## src/rtl/fft_pkg.sv

```systemverilog
// Shared constants and types for the FFT front-end loader.
// Values mirror the fft_top defaults (16-bit data, 4 banks x 512 words).
package fft_pkg;

    localparam int FFT_DATA_W    = 16;
    localparam int FFT_ADDR_W    = 9;
    localparam int FFT_BANKS     = 4;
    localparam int FFT_FRAME_LEN = FFT_BANKS << FFT_ADDR_W;
    localparam int FFT_CNT_W     = 16;

    typedef enum logic [2:0] {
        S_IDLE,
        S_FILL,
        S_LAUNCH,
        S_WAIT_LO,
        S_WAIT_HI
    } fsm_state_t;

    typedef enum logic {
        CNT_WRAP,
        CNT_SAT
    } cnt_mode_t;

    function automatic logic [FFT_CNT_W-1:0] cnt_next(
        input logic [FFT_CNT_W-1:0] c,
        input cnt_mode_t            m
    );
        if (m == CNT_SAT && (&c))
            return c;
        return c + 1'b1;
    endfunction

endpackage

```

## src/rtl/fft_adc_loader_if.sv

```systemverilog
// ADC sample stream: valid/ready handshake into the loader.
// Member names follow the loader's view (i = into loader, o = out of it).
interface fft_adc_loader_if #(
    parameter int DATA_W = 16
);
    logic [DATA_W-1:0] iSAMPLE;
    logic              iVALID;
    logic              oREADY;

    modport master (
        output iSAMPLE,
        output iVALID,
        input  oREADY
    );

    modport slave (
        input  iSAMPLE,
        input  iVALID,
        output oREADY
    );
endinterface

```

## src/rtl/fft_sat_cnt.sv

```systemverilog
// 16-bit event counter; MODE selects saturate-at-max or wrap.
// Clears only on reset.
module fft_sat_cnt
    import fft_pkg::*;
#(
    parameter cnt_mode_t MODE = CNT_WRAP
) (
    input  logic                 i_clk,
    input  logic                 i_rst_n,
    input  logic                 i_inc,
    output logic [FFT_CNT_W-1:0] o_cnt
);

    logic [FFT_CNT_W-1:0] r_cnt;

    always_ff @(posedge i_clk or negedge i_rst_n) begin
        if (!i_rst_n)
            r_cnt <= '0;
        else if (i_inc)
            r_cnt <= cnt_next(r_cnt, MODE);
    end

    assign o_cnt = r_cnt;

endmodule

```

## src/rtl/fft_adc_loader.sv

```systemverilog
// Streams ADC samples into the four fft_top input banks and
// launches the FFT once a full frame has been written.
module fft_adc_loader
    import fft_pkg::*;
#(
    parameter int DATA_W = FFT_DATA_W,
    parameter int ADDR_W = FFT_ADDR_W,
    parameter int BANKS  = FFT_BANKS
) (
    input  logic                 iCLK,
    input  logic                 iRESET,
    input  logic                 iEN,
    fft_adc_loader_if.slave      s_adc,
    output logic [DATA_W-1:0]    oDATA,
    output logic [ADDR_W-1:0]    oADDR_WR_0,
    output logic [ADDR_W-1:0]    oADDR_WR_1,
    output logic [ADDR_W-1:0]    oADDR_WR_2,
    output logic [ADDR_W-1:0]    oADDR_WR_3,
    output logic                 oWE_0,
    output logic                 oWE_1,
    output logic                 oWE_2,
    output logic                 oWE_3,
    output logic                 oSTART,
    input  logic                 iFFT_RDY,
    output logic                 oBUSY,
    output logic [FFT_CNT_W-1:0] oDROP_CNT,
    output logic [FFT_CNT_W-1:0] oFRAME_CNT
);

    localparam int BANK_W = (BANKS > 1) ? $clog2(BANKS) : 1;

    fsm_state_t        r_state;
    logic [ADDR_W-1:0] r_word;
    logic [ADDR_W-1:0] r_addr;
    logic [BANK_W-1:0] r_bank;
    logic [DATA_W-1:0] r_data;
    logic [BANKS-1:0]  r_we;
    logic              r_start;

    logic w_ready;
    logic w_accept;
    logic w_last;
    logic w_drop;
    logic w_launch;

    // Ready depends only on state and arm level, never on valid.
    assign w_ready  = (r_state == S_FILL) && iEN;
    assign w_accept = w_ready && s_adc.iVALID;
    assign w_last   = (&r_word) && (r_bank == BANK_W'(BANKS - 1));
    assign w_drop   = s_adc.iVALID && !w_ready;
    assign w_launch = (r_state == S_LAUNCH);

    always_ff @(posedge iCLK or negedge iRESET) begin
        if (!iRESET) begin
            r_state <= S_IDLE;
            r_word  <= '0;
            r_bank  <= '0;
            r_addr  <= '0;
            r_data  <= '0;
            r_we    <= '0;
            r_start <= 1'b0;
        end else begin
            r_we    <= '0;
            r_start <= 1'b0;
            unique case (r_state)
                S_IDLE: begin
                    if (iEN) begin
                        r_state <= S_FILL;
                        r_word  <= '0;
                        r_bank  <= '0;
                    end
                end
                S_FILL: begin
                    if (!iEN) begin
                        r_state <= S_IDLE;
                    end else if (w_accept) begin
                        r_data <= s_adc.iSAMPLE;
                        r_addr <= r_word;
                        r_we   <= BANKS'(1) << r_bank;
                        r_word <= r_word + 1'b1;
                        if (&r_word)
                            r_bank <= r_bank + 1'b1;
                        if (w_last)
                            r_state <= S_LAUNCH;
                    end
                end
                // Launch one cycle after the final write lands.
                S_LAUNCH: begin
                    r_start <= 1'b1;
                    r_state <= S_WAIT_LO;
                end
                // Ignore a ready still high from the previous frame.
                S_WAIT_LO: begin
                    if (!iFFT_RDY)
                        r_state <= S_WAIT_HI;
                end
                S_WAIT_HI: begin
                    if (iFFT_RDY) begin
                        if (iEN) begin
                            r_state <= S_FILL;
                            r_word  <= '0;
                            r_bank  <= '0;
                        end else begin
                            r_state <= S_IDLE;
                        end
                    end
                end
                default: r_state <= S_IDLE;
            endcase
        end
    end

    fft_sat_cnt #(.MODE(CNT_SAT)) u_drop_cnt (
        .i_clk   (iCLK),
        .i_rst_n (iRESET),
        .i_inc   (w_drop),
        .o_cnt   (oDROP_CNT)
    );

    fft_sat_cnt #(.MODE(CNT_WRAP)) u_frame_cnt (
        .i_clk   (iCLK),
        .i_rst_n (iRESET),
        .i_inc   (w_launch),
        .o_cnt   (oFRAME_CNT)
    );

    assign s_adc.oREADY = w_ready;
    assign oBUSY        = (r_state != S_IDLE);
    assign oSTART       = r_start;
    assign oDATA        = r_data;
    assign oADDR_WR_0   = r_addr;
    assign oADDR_WR_1   = r_addr;
    assign oADDR_WR_2   = r_addr;
    assign oADDR_WR_3   = r_addr;
    assign oWE_0        = r_we[0];
    assign oWE_1        = r_we[1];
    assign oWE_2        = r_we[2];
    assign oWE_3        = r_we[3];

endmodule
```

## src/flat_wrapper.sv

```systemverilog
// flat-port wrapper written by rule: the top's interface ports become plain ports
module fft_adc_loader_flat import fft_pkg::*;
#(
    parameter int DATA_W = FFT_DATA_W,
    parameter int ADDR_W = FFT_ADDR_W,
    parameter int BANKS  = FFT_BANKS
)
  (iCLK, iRESET, iEN, oDATA, oADDR_WR_0, oADDR_WR_1, oADDR_WR_2, oADDR_WR_3, oWE_0, oWE_1, oWE_2, oWE_3, oSTART, iFFT_RDY, oBUSY, oDROP_CNT, oFRAME_CNT, s_adc_iSAMPLE, s_adc_iVALID, s_adc_oREADY);
  fft_adc_loader_if #(.DATA_W(DATA_W)) s_adc_i ();
  input  logic iCLK;
  input  logic iRESET;
  input  logic iEN;
  output logic [DATA_W-1:0] oDATA;
  output logic [ADDR_W-1:0] oADDR_WR_0;
  output logic [ADDR_W-1:0] oADDR_WR_1;
  output logic [ADDR_W-1:0] oADDR_WR_2;
  output logic [ADDR_W-1:0] oADDR_WR_3;
  output logic oWE_0;
  output logic oWE_1;
  output logic oWE_2;
  output logic oWE_3;
  output logic oSTART;
  input  logic iFFT_RDY;
  output logic oBUSY;
  output logic [FFT_CNT_W-1:0] oDROP_CNT;
  output logic [FFT_CNT_W-1:0] oFRAME_CNT;
  input wire logic [$bits(s_adc_i.iSAMPLE)-1:0] s_adc_iSAMPLE;
  input wire logic [$bits(s_adc_i.iVALID)-1:0] s_adc_iVALID;
  output wire logic [$bits(s_adc_i.oREADY)-1:0] s_adc_oREADY;
  assign s_adc_i.iSAMPLE = s_adc_iSAMPLE;
  assign s_adc_i.iVALID = s_adc_iVALID;
  assign s_adc_oREADY = s_adc_i.oREADY;
  fft_adc_loader #(.DATA_W(DATA_W), .ADDR_W(ADDR_W), .BANKS(BANKS)) u_core (.iCLK(iCLK), .iRESET(iRESET), .iEN(iEN), .s_adc(s_adc_i), .oDATA(oDATA), .oADDR_WR_0(oADDR_WR_0), .oADDR_WR_1(oADDR_WR_1), .oADDR_WR_2(oADDR_WR_2), .oADDR_WR_3(oADDR_WR_3), .oWE_0(oWE_0), .oWE_1(oWE_1), .oWE_2(oWE_2), .oWE_3(oWE_3), .oSTART(oSTART), .iFFT_RDY(iFFT_RDY), .oBUSY(oBUSY), .oDROP_CNT(oDROP_CNT), .oFRAME_CNT(oFRAME_CNT));
endmodule
```

## config.mk

```make
export PLATFORM = sky130hd
export DESIGN_NAME = fft_adc_loader_flat
export DESIGN_NICKNAME = d
export VERILOG_FILES = /design/src/rtl/fft_pkg.sv /design/src/rtl/fft_adc_loader_if.sv /design/src/rtl/fft_sat_cnt.sv /design/src/rtl/fft_adc_loader.sv /design/src/flat_wrapper.sv
export SDC_FILE = /design/constraint.sdc
export NUM_CORES = 1
export LEC_CHECK = 0
export BUFFER_PORTS_ARGS = -buffer_cell sky130_fd_sc_hd__buf_2
export CAP_MARGIN = 5
export CORE_ASPECT_RATIO = 0.9
export CORE_MARGIN = 10
export CORE_UTILIZATION = 54
export CTS_BUF_LIST = sky130_fd_sc_hd__clkbuf_8
export CTS_CLUSTER_DIAMETER = 100
export DETAILED_ROUTE_END_ITERATION = 8
export HOLD_SLACK_MARGIN = 0.15
export PLACE_DENSITY = 0.85
export SYNTH_ARGS = -nofsm -noshare
export SYNTH_HDL_FRONTEND = slang
export SYNTH_HIERARCHICAL = 1
export SYNTH_SLANG_ARGS = --single-unit
```

## constraint.sdc

```tcl
create_clock -name iCLK -period 5.1 [get_ports iCLK]
set_input_delay 0.765 -clock iCLK [delete_from_list [all_inputs] [get_ports iCLK]]
set_output_delay 0.765 -clock iCLK [all_outputs]
set_load 0.1 [all_outputs]
```

## After elaboration in Yosys (flattened, before gate mapping)

Cells that the tools add are included.
W data, S select, Z words.

- Add/subtract/negate cells: 4
- Multiply operators: 0
- Divide/modulo/power cells: 0
- Magnitude comparators: 0
- Eq/ne operators: 14
- Shift operators: 1
- Muxes and demuxes: 26
- Bitwise operators: 0
- Reduce and logical (&&, ||, !) cells: 15

Operators by type and width:

| operator | number |
|---|---|
| $mux W9 | 4 |
| $add A16 B1 Y16 const B | 2 |
| $pmux W9 S3 | 1 |
| $mux W3 | 6 |
| $mux W16 | 1 |
| $reduce_and A16 Y1 | 1 |
| $pmux W3 S5 | 1 |
| $mux W4 | 3 |
| $ne A2 B2 Y1 const B | 6 |
| $mux W2 | 5 |
| $reduce_and A5 Y1 | 2 |
| $add A9 B1 Y9 const B | 1 |
| $reduce_and A9 Y1 | 1 |
| $eq A3 B2 Y1 const B | 2 |
| $ne A3 B2 Y1 const B | 2 |
| $pmux W2 S3 | 1 |
| $reduce_bool A3 Y1 | 2 |
| $logic_and A1 B1 Y1 | 4 |
| $mux W1 | 4 |
| $reduce_and A4 Y1 | 1 |
| $shl A1 B2 Y4 const A | 1 |
| $eq A3 B1 Y1 const B | 1 |
| $eq A3 B3 Y1 const B | 1 |
| $logic_not A3 Y1 | 1 |
| 6 further kinds | 6 |

- Register bits after elaboration: 76
- Bits in latches: 0
- Memory bits (writable): 0
- ROM bits: 0
- Bits of input ports: 21
- Output and inout port bits: 91
- Logic and storage cells: 69
- Memories kept: 0

## Logic depth before layout (Yosys ltp)

Gate-level depths: netlist of the first run.

- Word-level depth: 7
- Gate-level depth with buffers: 10
- Depth with buffers taken out: 8

## By module

Netlist of the first run, hierarchy kept.

By module, submodules not included:

| module | times used | cells an instance | area an instance (um2) | seq. area each (um2) |
|---|---|---|---|---|
| fft_adc_loader | 1 | 184 | 2192.1 | 1101.1 |
| fft_sat_cnt at u_core.u_drop_cnt | 1 | 75 | 840.8 | 400.4 |
| fft_sat_cnt at u_core.u_frame_cnt | 1 | 56 | 695.7 | 400.4 |

## Least setup slack after synthesis of the first run

OpenSTA, ideal clock, no wires.

- Path type: input to register
- Start: input port iEN
- End: register u_core.u_drop_cnt.r_cnt[15] (netlist: u_core/u_drop_cnt/o_cnt[15])
- Setup time: 163 ps
- Arrival: 2460 ps
- Required time: 4937 ps
- Path slack: 2477 ps
- Cell stages on the path: 9
- Path buffers: 2
- Cell sequence: nor2b_2 > buf_6 > and3_4 > buf_6 > nor2b_1 > and3_2 > nand3_1 > nor4_2 > xor2_1

- Word-level cells in the longest chain between the ends: 4

RTL lines:

| item | line | source |
|---|---|---|
| from (decl) | flat_wrapper.sv:12 | `input logic iEN;` |
| $logic_and A1 B1 Y1 | fft_adc_loader.sv:47 | `assign w_ready = (r_state == S_FILL) && iEN;` |
| via s_adc_oREADY | flat_wrapper.sv:29 | `output wire logic [$bits(s_adc_i.oREADY)-1:0] s_adc_oREADY;` |
| $logic_not A1 Y1 | fft_adc_loader.sv:50 | `assign w_drop = s_adc.iVALID && !w_ready;` |
| $logic_and A1 B1 Y1 | fft_adc_loader.sv:50 |  |
| via u_core.w_drop | fft_adc_loader.sv:43 | `logic w_drop;` |
| $reduce_and A2 Y1 (no source line) | - |  |
| to (signal assigned) | fft_sat_cnt.sv:20 | `r_cnt <= cnt_next(r_cnt, MODE);` |
| to (decl) | fft_sat_cnt.sv:14 | `logic [FFT_CNT_W-1:0] r_cnt;` |

The timed path passes the listed nets, and every way through them passes these cells.
A chain may end at the register's enable or synchronous reset.

## Worst setup path in the final report of the first run

- Start: input port iEN
- End: output port s_adc_oREADY

- Word-level cells in the longest chain between the ends: 1

RTL lines:

| item | line |
|---|---|
| $logic_and A1 B1 Y1 | fft_adc_loader.sv:47 |
| to (decl) | flat_wrapper.sv:29 |

No other way between the ends.

==> impl_metrics.csv, run 1 <==
group,metric,value,unit
synth,synth_simple_gate_area_share,17.0,%
power_and_ir_drop,powerDensity,441,mW/mm^2
synth,synth-adder-area-share,2.68,%
routing,drtAntennaViolNets,0,
synth,synthesis.nets,344,
run,cap_viol_max_count,0,
grt,grt.total_usage,14.8,%
setup_path,crit_type,"in2out",
sta,period_share,53.1,%
finish,syn2layout_area_growth,16.3,%
routing,totalWireLength,7880,microns
clock_network,cts_buffer_depth,2,
routing,drc,0,
sta,max_freq,370,MHz
grt,grt_pass1_vias,2657,
setup_path,cp_max_fo,9,
synth,synth_top_family_by_area,"simple AND/OR/NAND/NOR gates",
power_and_ir_drop,ir_drop,0.254,mV
setup_path,critPathArrivalTime,1940,ps
floorplanning,die_h,98.8,microns
sta,min_period,2710,ps
synth,avgSynthCellArea,11.8,sq um
clock_network,post-cts-setup-buffers,0,
placement,io_buffers,111,
power_and_ir_drop,p_leak,2.34,nW
finish,final.fill_count,518,
finish,final_cells,497,
synth,yosysTopAreaCell,"dfrtp_1",
clock_network,tritoncts,"built",
floorplanning,die_w,108,microns
synth,ys_ff_latch,76,
synth,synthTopCellsByArea,"dfrtp_1 51%, mux2_2 6.3%, buf_4 5.4%, xor2_1 3.3%, mux2_4 3.2%",
floorplanning,initial_core_util,56.0,%
setup_path,crit_path_end_kind,"output pin",
sta,hold_viol,0,
clock_network,clk_pin_slew,70,ps
min_path,min_path_type,"reg2reg",
synth,syn-cell-area,0.00373,sq mm
synth,synth_compound_area_share,5.10,%
sta,tightest_slew,912,ps
floorplanning,pin_count,112,
sta,timing.final.ws_setup,2390,ps
routing,first_pass_iters,4,
floorplanning,rows,28,
clock_network,root_buffer,"clkbuf_8",
sta,slew_headroom,39.2,%
sta,finalMaxSlewViolations,0,
clock_network,h-tree-depth,3,
grt,grt_overflow,0,
finish,drive_gt1_share,41.3,%
placement,placed_cells_incl_taps,481,
clock_network,cts-buffers-inserted,9,
clock_network,clk_latency,330,ps
synth,synth_mux_area_share,9.87,%
sta,fin_skew,10.4,ps
synth,synthCells,315,
grt,grt_antenna_before_repair,0,
sta,rsz0062_at_grt,"false",
setup_path,cp.required,4340,ps
clock_network,cts_resized,0,
finish,final_nets,431,
finish,n_antenna_cell,0,
floorplanning,core_area,0.00666,sq mm
synth,yosysWarnings,6,
routing,wl_per_cell,15.9,microns
synth,ys_types,47,
clock_network,ctsHoldBuffers,0,
power_and_ir_drop,power.total,1.91,mW
synth,synth_seq_area_share,51.0,%
placement,place_ws,2400,ps
grt,grt_max_degree,77,
status,status,"completed",
placement,gp_congestion,0.829,
grt,grt_pass1_wl,12900,microns
placement,dp_hpwl,5990,microns
synth,synth-xor-area-share,6.11,%
routing,drt-vias-per-instance,5.27,
floorplanning,dieArea,0.0106,sq mm
routing,num_vias,2618,
routing,drtIter0Drc,94,
synth,synth_top_area_share,51.0,%
sta,setup_violations,0,
synth,ys.flop_type,"dfrtp_1",
synth,ys_async_sr_fraction,100,%
clock_network,cts.sinks,76,
sta,tns,0,ps
synth,synth_edf_count,0,
setup_path,startpoint_type,"primary input",
-- cell type report --
cell class	count	area (sq um)	area share, %
Clock inverter	7	85.1	1.96
Clock buffer	9	124	2.86
Tap cell	90	113	2.60
Sequential cell	76	1900	43.9
Inverter	7	26.3	0.606
Timing Repair Buffer	112	566	13.0
Multi-Input combinational cell	196	1520	35.1
-- routing by layer --
layer	vias to the layer above	part of all wire, %	global-route usage, %
met5	-	0	0
met4	0	1.3	4.52
met3	12	8.1	6.12
met2	87	49	24.1
met1	1255	42	17.3
li1	1264	-	-
-- worst max-delay path: stages --
cell     delay (ps)
buf_2           100
nor2b_2         330
and3_4          290
buf_2           440
-- placed cells by master, fill, tap and decap left out, types with 8 or more instances in the layout --
cell type / instances
nand2_1: 18
dfrtp_1: 76
o21ai_0: 9
a21oi_1: 10
inv_1: 10
nand4_1: 9
mux2_4: 8
nor2_1: 14
clkbuf_8: 9
buf_2: 110
xor2_1: 14
ha_1: 8
mux2_2: 21
xnor2_1: 12
nand3_1: 13
-- registers in the layout (all words and copies together) (netlist names) --
signal	cells
u_core/r_word	9
u_core/u_drop_cnt/o_cnt	16
u_core/r_state	3
u_core/r_bank	2
u_core/u_frame_cnt/o_cnt	16
u_core/oADDR_WR_0	9
u_core/r_we	4
u_core/oDATA	16
u_core/oSTART	1
-- kinds of logic after synthesis --
| family | Yosys count |
|---|---|
| simple gates | 101 |
| flops | 76 |
| buf+inv | 43 |
| compound gates | 31 |
| mux | 30 |
| xor+xnor | 26 |
| fa+ha+maj | 8 |
-- synth_stat cells, types with 4 or more instances --
| master | instances |
|---|---|
| ha_1 | 8 |
| mux2_4 | 8 |
| dfrtp_1 | 76 |
| nor2_1 | 14 |
| a21oi_1 | 10 |
| and4_1 | 4 |
| inv_1 | 7 |
| nand2_1 | 18 |
| buf_4 | 27 |
| nand3_1 | 13 |
| nand4_1 | 9 |
| buf_6 | 4 |
| mux2_2 | 21 |
| nor3_1 | 6 |
| o21ai_0 | 9 |
| and3_1 | 7 |
| nand2b_1 | 4 |
| xnor2_1 | 12 |
| xor2_1 | 14 |
-- worst paths after layout --
check                      slack (ps)  depth (start not counted)                          from                            to
setup / recovery                 2390                          4                           iEN                  s_adc_oREADY
hold / removal                    490                          1  u_core/u_frame_cnt/o_cnt[15]  u_core/u_frame_cnt/o_cnt[15]
setup reg to reg                 2940                          7             u_core/r_state[1]    u_core/u_drop_cnt/o_cnt[5]
hold reg to reg                   490                          1  u_core/u_frame_cnt/o_cnt[15]  u_core/u_frame_cnt/o_cnt[15]
max in group asynchronous        3940                          1                        iRESET             u_core/r_state[0]
min in group asynchronous         550                          1                        iRESET              u_core/oDATA[10]
-- per-stage QoR --
| stage | hold slack [ps] | util [%] | area (sq um) |
|---|---|---|---|
| detailed placement | 482 | 62.0 | 4130 |
| floorplan | 469 | - | 3730 |
| finish | 486 | 65.1 | 4340 |
| global placement | 459 | 62.0 | 4130 |
| CTS | 496 | 65.1 | 4340 |
| global route | 509 | 65.1 | 4340 |
-- power by group --
group	internal [mW]	switching [mW]
clock network	0.270	0.202
logic	0.115	0.601
registers	0.661	0.0623
total	1.05	0.865
Power figures use the tool's default switching activity.
==> run 2: changes to the inputs <==
ABC_AREA = 1   (was unset)
CORE_UTILIZATION = 49   (was 54)
PLACE_DENSITY = 0.8   (was 0.85)
clock period = 2.3 ns   (was 5.1 ns; I/O delays follow)
==> impl_metrics.csv, run 2 <==
group,metric,value,unit
power_and_ir_drop,p_leak,2.69,nW
setup_path,cp_max_fo,5,
finish,seq_area,0.00190,sq mm
routing,num_vias,3570,
routing,drtIter0Drc,157,
synth,ys_ff_latch,76,
floorplanning,initial_core_util,50.6,%
clock_network,cts_buffer_depth,2,
finish,final_nets,649,
setup_path,path_cells,"nor2_2 -> nand2_1 -> inv_1 -> buf_2",
sta,timing.final.ws_setup,328,ps
grt,grt_use_met1,17.8,%
synth,ys.flop_type,"dfrtp_1",
clock_network,cts-buffers-inserted,9,
setup_path,critPathArrivalTime,1630,ps
grt,use_met2,25.8,%
synth,synth_top_area_share,46.6,%
clock_network,clk_pin_slew,80,ps
grt,use_met3,5.91,%
synth,yosysTopAreaCell,"dfrtp_1",
finish,multiInputGateArea,0.00169,sq mm
setup_path,startpoint_type,"register",
routing,drtAntennaViolNets,0,
synth,yosysWarnings,6,
clock_network,ctsHoldBuffers,1,
floorplanning,pin_count,112,
sta,min_period,1970,ps
synth,synth_seq_area_share,46.6,%
run,cap_viol_max_count,0,
routing,drc,0,
synth,ys_async_sr_fraction,100,%
routing,drt-vias-per-instance,4.93,
finish,drive_gt1_share,24.5,%
grt,grt_pass1_wl,15500,microns
setup_path,rr_startpoint,"u_core/r_state[0]",
clock_network,cts.sinks,76,
sta,max_freq,507,MHz
placement,place_ws,469,ps
finish,final_area,0.00478,sq mm
floorplanning,dieArea,0.0124,sq mm
floorplanning,die_h,107,microns
finish,syn2layout_area_growth,17.0,%
placement,dp_hpwl,7400,microns
placement,dpl_cell_area,0.00453,sq mm
synth,synth_edf_count,0,
floorplanning,core_area,0.00807,sq mm
routing,first_pass_iters,4,
sta,finalMaxSlewViolations,0,
synth,ys_types,25,
setup_path,critPathLaunch,"u_core/r_state[1]",
clock_network,clk_latency,340,ps
sta,rsz0062_at_grt,"false",
power_and_ir_drop,powerDensity,1470,mW/mm^2
clock_network,cts_resized,0,
grt,grt_max_degree,32,
routing,wl_per_cell,13.2,microns
clock_network,tritoncts,"built",
sta,period_share,85.7,%
finish,post-route-util,59.3,%
min_path,min_path_cells,3,
grt,grt_overflow,0,
floorplanning,rows,31,
placement,gp_congestion,0.872,
clock_network,root_buffer,"clkbuf_8",
setup_path,cp.required,1960,ps
sta,tightest_slew,516,ps
routing,totalWireLength,9540,microns
setup_path,crit_type,"reg2out",
power_and_ir_drop,power.total,7.03,mW
synth,synthCells,528,
floorplanning,die_w,116,microns
placement,io_buffers,111,
synth,synthesis.nets,557,
clock_network,post-cts-setup-buffers,0,
synth,synthTopCellsByArea,"dfrtp_1 47%, nand2_1 19%, buf_4 5.5%, inv_1 5.1%, nor2_1 3.8%",
sta,setup_violations,0,
finish,n_antenna_cell,0,
setup_path,r2r_cells,12,
status,status,"completed",
synth,avgSynthCellArea,7.74,sq um
sta,hold_viol,0,
synth,synthTopCellsByCount,"203 x nand2_1, 76 x dfrtp_1, 55 x inv_1",
finish,final_common_cell,"nand2_1",
setup_path,max_stage_delay,440,ps
setup_path,slowest_stage,"buf_2",
finish,final_cell_mix,"203 x nand2_1, 110 x buf_2, 76 x dfrtp_1",
sta,fin_skew,8.89,ps
finish,final.fill_count,737,
synth,syn-cell-area,0.00409,sq mm
grt,grt.busiest_layer,"met2",
grt,grt_pass1_vias,3397,
clock_network,h-tree-depth,3,
grt,grt_antenna_before_repair,0,
setup_path,crit_path_end_kind,"output pin",
sta,slew_headroom,65.5,%
synth,synth_most_common_cell,"nand2_1",
grt,grt.total_usage,15.3,%
power_and_ir_drop,ir_drop,1.16,mV
min_path,hold_path.startpoint,"s_adc_iSAMPLE[3]",
min_path,min_path_type,"in2reg",
sta,tns,0,ps
run 2: cell count changes after synthesis, moves of 8 or more:
cell / delta
a21oi_1: -10
nand2_1: +185
inv_1: +48
xor2_1: -8
mux2_4: -8
nor2_1: +27
mux2_2: -21
nand3_1: +17
run 2: metrics by stage:
stage / hold slack, ps / std cells
6_report: 191 / 724
2_1_floorplan: 49.4 / 528
3_5_place_dp: 306 / 707
4_1_cts: 176 / 724
3_3_place_gp: 303 / 707
5_1_grt: 179 / 724
run 2: where the power goes:
group	switching (mW)	internal, mW	leakage, nW
sequential	0.277	1.62	1.02
clock	0.459	0.696	0.120
combinational	3.45	0.530	1.55
total	4.18	2.85	2.69
run 2: path summary, 6_finish.rpt:
path	endpoint	slack, ps
worst min-delay path	u_core/oDATA[3]	190
worst max-delay path	s_adc_oREADY	330
worst min register to register	u_core/oDATA[13]	480
min in group asynchronous	u_core/u_drop_cnt/o_cnt[13]	470
max in group asynchronous	u_core/oDATA[12]	1250
worst max register to register	u_core/u_drop_cnt/o_cnt[15]	480
run 2: cell families (layout without fill, tap and decap cells):
kind of cell               count (synthesis)  after routing  share of synthesized area [%]
DFF                                       76             76                           46.6
buffers and inverters                     96            193                           12.0
and+or+nand+nor                          314            314                           33.4
adders and majority gates                  8              8                           2.45
xor gates and xnor gates                  14             14                           3.00
AOI/OAI and AO/OA                         20             20                           2.51
run 2: critical path: cells and delay by family (launching register included):
| kind | cells | cell delay (ps) |
|---|---|---|
| buffers and inverters | 2 | 520 |
| flip-flops | 1 | 430 |
| AND/OR/NAND/NOR | 2 | 330 |
run 2: cell type report:
| class | count | area share, % |
|---|---|---|
| inverters | 61 | 4.79 |
| multi-input cells | 356 | 35.4 |
| clock buffers | 12 | 3.45 |
| clock inverters | 4 | 1.49 |
| repair buffers | 116 | 12.5 |
| well taps | 99 | 2.59 |
| flip-flops and latches | 76 | 39.8 |
run 2: layer usage:
layer / share of wire [%] / up-vias
met1: 42 / 1673
met5: 0 / -
met3: 8.1 / 2
li1: - / 1788
met2: 49 / 107
met4: 0.49 / 0
